<file path="config.mk">
export PLATFORM = sky130hd
export DESIGN_NAME = csr_led_ctrl
export DESIGN_NICKNAME = d
export VERILOG_FILES = /design/src/rtl/csr_led_ctrl.sv
export SDC_FILE = /design/constraint.sdc
export NUM_CORES = 1
export LEC_CHECK = 0
export ABC_AREA = 1
export CAP_MARGIN = 20
export CORE_AREA = 2 2 176 92
export DETAILED_ROUTE_END_ITERATION = 16
export DIE_AREA = 0 0 178 94
export MAX_ROUTING_LAYER = met4
export PLACE_DENSITY_LB_ADDON = 0.15
export SLEW_MARGIN = 5
export SYNTH_ARGS = -nofsm -noshare
export SYNTH_HDL_FRONTEND = slang
export SYNTH_SLANG_ARGS = --single-unit
</file>
<file path="constraint.sdc">
create_clock -name clk -period 3.6 [get_ports clk]
set_input_delay 1.08 -clock clk [delete_from_list [all_inputs] [get_ports clk]]
set_output_delay 1.08 -clock clk [all_outputs]
set_load 0.02 [all_outputs]
</file>
<file path="src/rtl/csr_led_ctrl.sv">
// CSR-mapped LED sequencer: CTRL/TIME registers drive the LED as OFF, ON, BLINK or PWM
// and raise a one-cycle wrap pulse at the end of each period.
package csr_led_ctrl_pkg;
  typedef logic [11:0] csr_addr_t;
  typedef logic [4:0]  r;
  typedef logic [31:0] word;
  typedef enum logic [2:0] {
    CSR_NONE = 3'b000,
    CSR_RW   = 3'b001,
    CSR_RS   = 3'b010,
    CSR_RC   = 3'b011,
    CSR_RWI  = 3'b101,
    CSR_RSI  = 3'b110,
    CSR_RCI  = 3'b111
  } csr_t;
endpackage

module csr_led_ctrl
  import csr_led_ctrl_pkg::*;
#(
  parameter csr_addr_t CtrlAddr = 12'h001,
  parameter csr_addr_t TimeAddr = 12'h002
) (
  input  logic      clk,
  input  logic      reset,
  input  logic      en,
  input  csr_addr_t addr,
  input  r          rs1,
  input  r          rd,
  input  csr_t      op,
  input  word       in,
  output word       old,
  output logic      led,
  output logic      wrap
);

  logic [1:0]  mode_reg;
  logic        invert_reg;
  logic        wrap_en_reg;
  logic [15:0] prescale_reg;
  logic [15:0] period_reg;
  logic [15:0] compare_reg;
  logic [15:0] presc_reg;
  logic [15:0] phase_reg;
  logic        blink_reg;
  logic        led_reg;
  logic        wrap_reg;

  word  ctrl_val;
  word  time_val;
  word  wdata;
  logic sel_ctrl;
  logic sel_time;
  logic do_write;
  logic restart;
  logic tick;
  logic wrap_event;
  logic raw;
  logic unused_rd;

  // rd only names the destination; reads have no side effects here.
  assign unused_rd = ^rd;

  assign ctrl_val = {prescale_reg, 7'd0, led_reg, 4'd0, wrap_en_reg, invert_reg, mode_reg};
  assign time_val = {compare_reg, period_reg};
  assign sel_ctrl = en && (addr == CtrlAddr);
  assign sel_time = en && (addr == TimeAddr);

  always_comb begin
    old = '0;
    if (sel_ctrl) begin
      old = ctrl_val;
    end else if (sel_time) begin
      old = time_val;
    end
  end

  // Set/clear forms with a zero rs1 field are pure reads.
  always_comb begin
    wdata    = old;
    do_write = 1'b0;
    case (op)
      CSR_RW, CSR_RWI: begin
        wdata    = in;
        do_write = 1'b1;
      end
      CSR_RS, CSR_RSI: begin
        wdata    = old | in;
        do_write = (rs1 != '0);
      end
      CSR_RC, CSR_RCI: begin
        wdata    = old & ~in;
        do_write = (rs1 != '0);
      end
      default: ;
    endcase
  end

  assign restart    = (sel_ctrl || sel_time) && do_write;
  assign tick       = (presc_reg == prescale_reg);
  assign wrap_event = tick && (phase_reg == period_reg) && !restart;

  always_comb begin
    raw = 1'b0;
    case (mode_reg)
      2'd0: raw = 1'b0;
      2'd1: raw = 1'b1;
      2'd2: raw = blink_reg;
      2'd3: raw = (phase_reg < compare_reg);
      default: raw = 1'b0;
    endcase
  end

  always_ff @(posedge clk or negedge reset) begin
    if (!reset) begin
      mode_reg     <= '0;
      invert_reg   <= 1'b0;
      wrap_en_reg  <= 1'b0;
      prescale_reg <= '0;
      period_reg   <= '0;
      compare_reg  <= '0;
    end else begin
      if (sel_ctrl && do_write) begin
        mode_reg     <= wdata[1:0];
        invert_reg   <= wdata[2];
        wrap_en_reg  <= wdata[3];
        prescale_reg <= wdata[31:16];
      end
      if (sel_time && do_write) begin
        period_reg  <= wdata[15:0];
        compare_reg <= wdata[31:16];
      end
    end
  end

  // A register write restarts the sequence and wins over a coincident tick.
  always_ff @(posedge clk or negedge reset) begin
    if (!reset) begin
      presc_reg <= '0;
      phase_reg <= '0;
      blink_reg <= 1'b0;
    end else if (restart) begin
      presc_reg <= '0;
      phase_reg <= '0;
      blink_reg <= 1'b0;
    end else if (tick) begin
      presc_reg <= '0;
      phase_reg <= (phase_reg == period_reg) ? 16'd0 : phase_reg + 16'd1;
      if (wrap_event) begin
        blink_reg <= ~blink_reg;
      end
    end else begin
      presc_reg <= presc_reg + 16'd1;
    end
  end

  always_ff @(posedge clk or negedge reset) begin
    if (!reset) begin
      led_reg  <= 1'b0;
      wrap_reg <= 1'b0;
    end else begin
      led_reg  <= raw ^ invert_reg;
      wrap_reg <= wrap_event && wrap_en_reg && mode_reg[1];
    end
  end

  assign led  = led_reg;
  assign wrap = wrap_reg;

endmodule

</file>
## Word level (Yosys, flattened, before mapping)

Index checks and enable logic that the tools add are counted.

| cells by class | value |
|---|---|
| add/subtract/negate cells | 2 |
| multiply operators | 0 |
| div/mod/pow operators | 0 |
| magnitude comparators | 1 |
| equal/unequal tests | 13 |
| shifts and indexed selects | 0 |
| multiplexer cells | 13 |
| bitwise logic cells | 5 |
| reduce and logical (&&, ||, !) cells | 20 |

Operators with widths:

| operator | count |
|---|---|
| $pmux 32 s3 | 1 |
| $mux 16 | 5 |
| $mux 32 | 2 |
| $add 16x1->16 const B | 2 |
| $and 32x32->32 | 1 |
| $eq 16x16->1 | 2 |
| $not 32->32 | 1 |
| $or 32x32->32 | 1 |
| $lt 16x16->1 | 1 |
| $eq 12x1->1 const B | 1 |
| $eq 12x2->1 const B | 1 |
| $eq 3x3->1 const B | 3 |
| $logic_and 1x1->1 | 9 |
| $eq 3x2->1 const B | 2 |
| $reduce_or 2->1 | 3 |
| $reduce_bool 5->1 | 1 |
| $eq 2x2->1 const B | 2 |
| $pmux 1 s4 | 1 |
| $reduce_bool 2->1 | 2 |
| $reduce_or 4->1 | 1 |
| $eq 3x1->1 const B | 1 |
| $mux 1 | 3 |
| $eq 2x1->1 const B | 1 |
| $logic_not 2->1 | 1 |
| 6 further kinds | 6 |

| word-level totals | value |
|---|---|
| register bits | 87 |
| bits in latches | 0 |
| RAM bits | 0 |
| memory bits (read-only) | 0 |
| input bits | 60 |
| output and inout port bits | 34 |
| word-level logic and storage cells | 65 |
| memories kept | 0 |

## Depth between registers and ports, before layout

Gate-level depths: netlist of the first run.

| logic depth | value |
|---|---|
| depth after elaboration | 9 |
| mapped depth | 14 |
| mapped depth without buffers | 14 |

## Least setup slack after synthesis of the first run

Ideal clock, no wire load.

| timing | value |
|---|---|
| kind | input port to output port |
| start point | input addr[7] |
| end point | output old[8] |
| arrival time | 2.261 ns |
| data required time | 2.520 ns |
| path slack | 0.259 ns |
| stages on the path | 6 |
| cell sequence | nor2_1 nand2_1 nor2_2 nand2_4 buf_6 o32ai_1 |

| between the ends | value |
|---|---|
| cells in the longest elaborated chain, start to end | 4 |
| elaborated cells between the ends (all ways) | 6 |
| classes of those cells | eq/ne: 2; mux: 2; reduce/logical: 2 |

RTL lines:

| element | RTL line | RTL |
|---|---|---|
| from (decl) | 27 | `input csr_addr_t addr,` |
| $eq 12x2->1 | 67 | `assign sel_time = en && (addr == TimeAddr);` |
| $logic_and 1x1->1 | 67 |  |
| $mux 32 | 73 | `end else if (sel_time) begin` |
| $mux 32 (*) | 71 | `if (sel_ctrl) begin` |
| to (decl) | 32 | `output word old,` |

Every way passes the cells marked *; elsewhere a longest branch is shown, timed or not.

## Final worst setup path of the first run

| timing | value |
|---|---|
| start point | input addr[0] |
| end point | output old[2] |

The elaborated chain is that of the path after synthesis.

==> results of run 1 <==
[cells in the mapped netlist (all sizes together)]
library cell	n	area [µm²]
o21ai	112	572
dfrtp	87	2180
ha	17	213
xor2	20	175
nor3b	2	25.0
o22ai	1	6.26
clkbuf	17	63.8
o21a	1	7.51
a21oi	21	105
a22oi	12	90.1
buf	19	121
nor2	98	409
nand2	214	823
o32ai	1	8.76
o31ai	1	7.51
or2	1	6.26
a31o	20	175
nand3b	3	22.5
inv	107	404
xnor2	14	123
nand4	23	150
nor3	21	120
nand3	23	115
nor4	1	6.26
[metrics by stage]
stage,setup WS (ns),cells
after global routing,0.0160,1143
final,0.0815,1143
after CTS,-0.0480,1137
after floorplan,0.259,836
after detailed placement,-0.547,1117
after global placement,-0.571,1117
[cells by family (layout without fill, tap and decap cells)]
| group | after synthesis | after routing | synth area share, % |
|---|---|---|---|
| fa+ha+maj | 17 | 17 | 3.59 |
| buf+inv | 143 | 246 | 9.94 |
| xor+xnor | 34 | 34 | 5.02 |
| compound gates | 169 | 169 | 16.4 |
| simple gates | 386 | 386 | 28.3 |
| flops | 87 | 87 | 36.7 |
[cell type report]
cell class                      count  share of cell area, %
Inverter                          107                   5.38
Sequential cell                    87                   27.6
Clock inverter                      3                  0.603
Timing Repair Buffer              123                   16.5
Clock buffer                       13                   3.55
Tap cell                          204                   3.24
Multi-Input combinational cell    606                   43.1
[cell usage in the layout (no fill, tap or decap), types with 20 or more instances in the layout]
cell type	synthesis	routed
o21ai_0	97	97
clkdlybuf4s50_1	0	41
inv_1	102	99
buf_6	3	20
a21oi_1	21	21
nand2_1	210	210
buf_4	3	30
nor2_1	89	69
dfrtp_1	87	87
nand4_1	22	22
nand3_1	23	21
[worst max-delay path, stage by stage]
cell           delay (ns)
dlygate4sd2_1        0.26
inv_1                0.07
nand3_1              0.12
nor2_4               0.05
nand2_4              0.17
clkinv_8             0.11
clkbuf_16            0.19
a31o_4               0.25
buf_6                0.13
[per-layer routing]
metal | vias to the layer above | share of wire (%)
met5 | - | 0
met4 | 0 | 0.68
met1 | 2767 | 56
li1 | 2918 | -
met2 | 199 | 37
met3 | 16 | 6.8
[path summary, 6_finish.rpt]
| kind | end | slack, ns | cells after the start |
|---|---|---|---|
| worst min register to register | led | 0.51 | 2 |
| worst max register to register | blink_reg | 1.45 | 9 |
| worst min-delay path | led | 0.51 | 2 |
| worst max-delay path | old[2] | 0.08 | 9 |
| max in group asynchronous | period_reg[6] | 2.12 | 2 |
| min in group asynchronous | compare_reg[9] | 0.69 | 1 |
[timing repair]
action                     4_1_cts  5_1_grt
pin swaps                        6        7
gates resized for setup        225       31
setup buffers                    1        1
gates cloned                     3        5
setup endpoints to repair       32       32
[power groups by stage]
| stage | logic [mW] | clock network, mW | registers (mW) |
|---|---|---|---|
| 3_5_place_dp | 0.288 | 0 | 1.07 |
| 5_1_grt | 0.337 | 1.09 | 1.06 |
| 3_3_place_gp | 0.289 | 0 | 1.07 |
| 4_1_cts | 0.295 | 1.04 | 1.05 |
| 6_report | 0.295 | 1.03 | 1.06 |
| 2_1_floorplan | 0.157 | 0 | 1.06 |
==> summary.txt, run 1 <==
Timing
  • Slew HR: 64.5%
  • Tmin final: 3.52 ns
  • Worst hold slack: 0.515 ns
  • Worst Max-Slew Pin Slew: 0.528 ns
  • Final hold violations: 0
  • RSZ-0062 raised after global routing: no
  • Fmax: 284 MHz
  • Setup-failing EPs final: 0
  • Layout Skew: 0.00970 ns
  • Fin crit share: 97.7%
  • Setup TNS: 0 ns
  • Max-slew violations: 0

Routing
  • DR vias: 5,900
  • Vias per cell: 5.16
  • DRT Wirelength: 19.2 mm
  • DR pass1 iterations: 5
  • Drt wl/cell: 16.8 µm
  • Detail Route Antenna Nets: 0
  • DRC Markers: 0
  • Initial DRC count: 481

Power
  • Power per cell area: 301 nW/µm²
  • Comb pwr share: 12.4%
  • Internal power: 1.76 mW
  • Lkg Pwr: 4.06 nW
  • PnR Total Power: 2.38 mW
  • Sw power: 0.622 mW
  • Clock Power Share: 43.2%
  • Seq pwr share: 44.4%
  • Sw frac: 26.1%
  • Worst IR Drop VDD: 0.235 mV

Critical path
  • Critical path required time: 2.52 ns
  • Worst EP arrival: 2.44 ns
  • Worst setup EP type: output pin
  • Crit path launch: addr[0]
  • Setup CP Type: in -> out
  • CP max FO: 5
  • Worst R2R Start: phase_reg[0]
  • Crit start category: primary input

Layout
  • Nets: 1,011
  • Sequential Area: 2180 µm²
  • Final Cell Area: 7890 µm²
  • Fill count: 1,434
  • Multi-input logic area: 3400 µm²
  • ANT cells: 0
  • Utilization after layout: 52.3%
  • Layout cells sized above 1: 17.6%
  • Syn-to-layout area delta: 33.1%

Synthesis
  • Post-synthesis cell type count: 37
  • Synthesized area: 5930 µm²
  • Syn. warnings: 0
  • Mapped Cells: 836
  • Synthesized Nets: 913
  • Synthesized flop and latch total: 87
  • Sequential share of the synthesized area: 36.7%
  • Mean Syn Cell Area: 7.09 µm²

Global route
  • Vias in the first global route: 5,391
  • First-pass GRT wire length: 29.5 mm
  • Most Crowded Layer GR: met1
  • Overflow after GRT: 0
  • GRT Util Overall: 23.6%
  • Met1 Resource Use GR: 38.3%
  • Largest net degree at the start of global routing: 41
  • Initial antenna violation count: 0
  • Grt met2 use: 30.0%
  • M3 GR Usage: 3.92%

Clock network
  • Clk_lat worst skew: 0.35 ns
  • CTS root buffer: clkbuf_16
  • Max clock buf depth: 2
  • Hold Buf Count CTS: 0
  • Sink Count: 87
  • Clk slew on worst S/H paths: 0.07 ns
  • CTS tree: built
  • Htree depth: 3
  • CTS Buf Count: 9

Floorplanning
  • DIE HEIGHT: 94 µm
  • Die Area: 16,700 µm²
  • Initial Util: 39.3%
  • # IOs: 94
  • Core area: 15,100 µm²
  • Placement Rows: 32
  • Die width: 178 µm

Job
  • Max-cap violations: 0

Place
  • Placer congestion estimate: 0.877
  • Port bufs: 87
  • Hpwl dp: 12.7 mm
  • Placed cell areas: 7120 µm²

Worst hold path
  • Hold Startpoint: invert_reg
  • Min-delay worst type: reg -> reg

Status
  • Status: completed
Note: power is estimated with default switching activity, not from simulation.
==> run 2, diff against run 1 <==
--- a/config.mk
+++ b/config.mk
@@ -10,9 +10,9 @@
 export CORE_AREA = 2 2 176 92
 export DETAILED_ROUTE_END_ITERATION = 16
 export DIE_AREA = 0 0 178 94
+export HOLD_SLACK_MARGIN = 0.1
 export MAX_ROUTING_LAYER = met4
 export PLACE_DENSITY_LB_ADDON = 0.15
-export SLEW_MARGIN = 5
 export SYNTH_ARGS = -nofsm -noshare
 export SYNTH_HDL_FRONTEND = slang
 export SYNTH_SLANG_ARGS = --single-unit
==> results of run 2 <==
Final layout, timing and power as in run 1 (identical DEF).
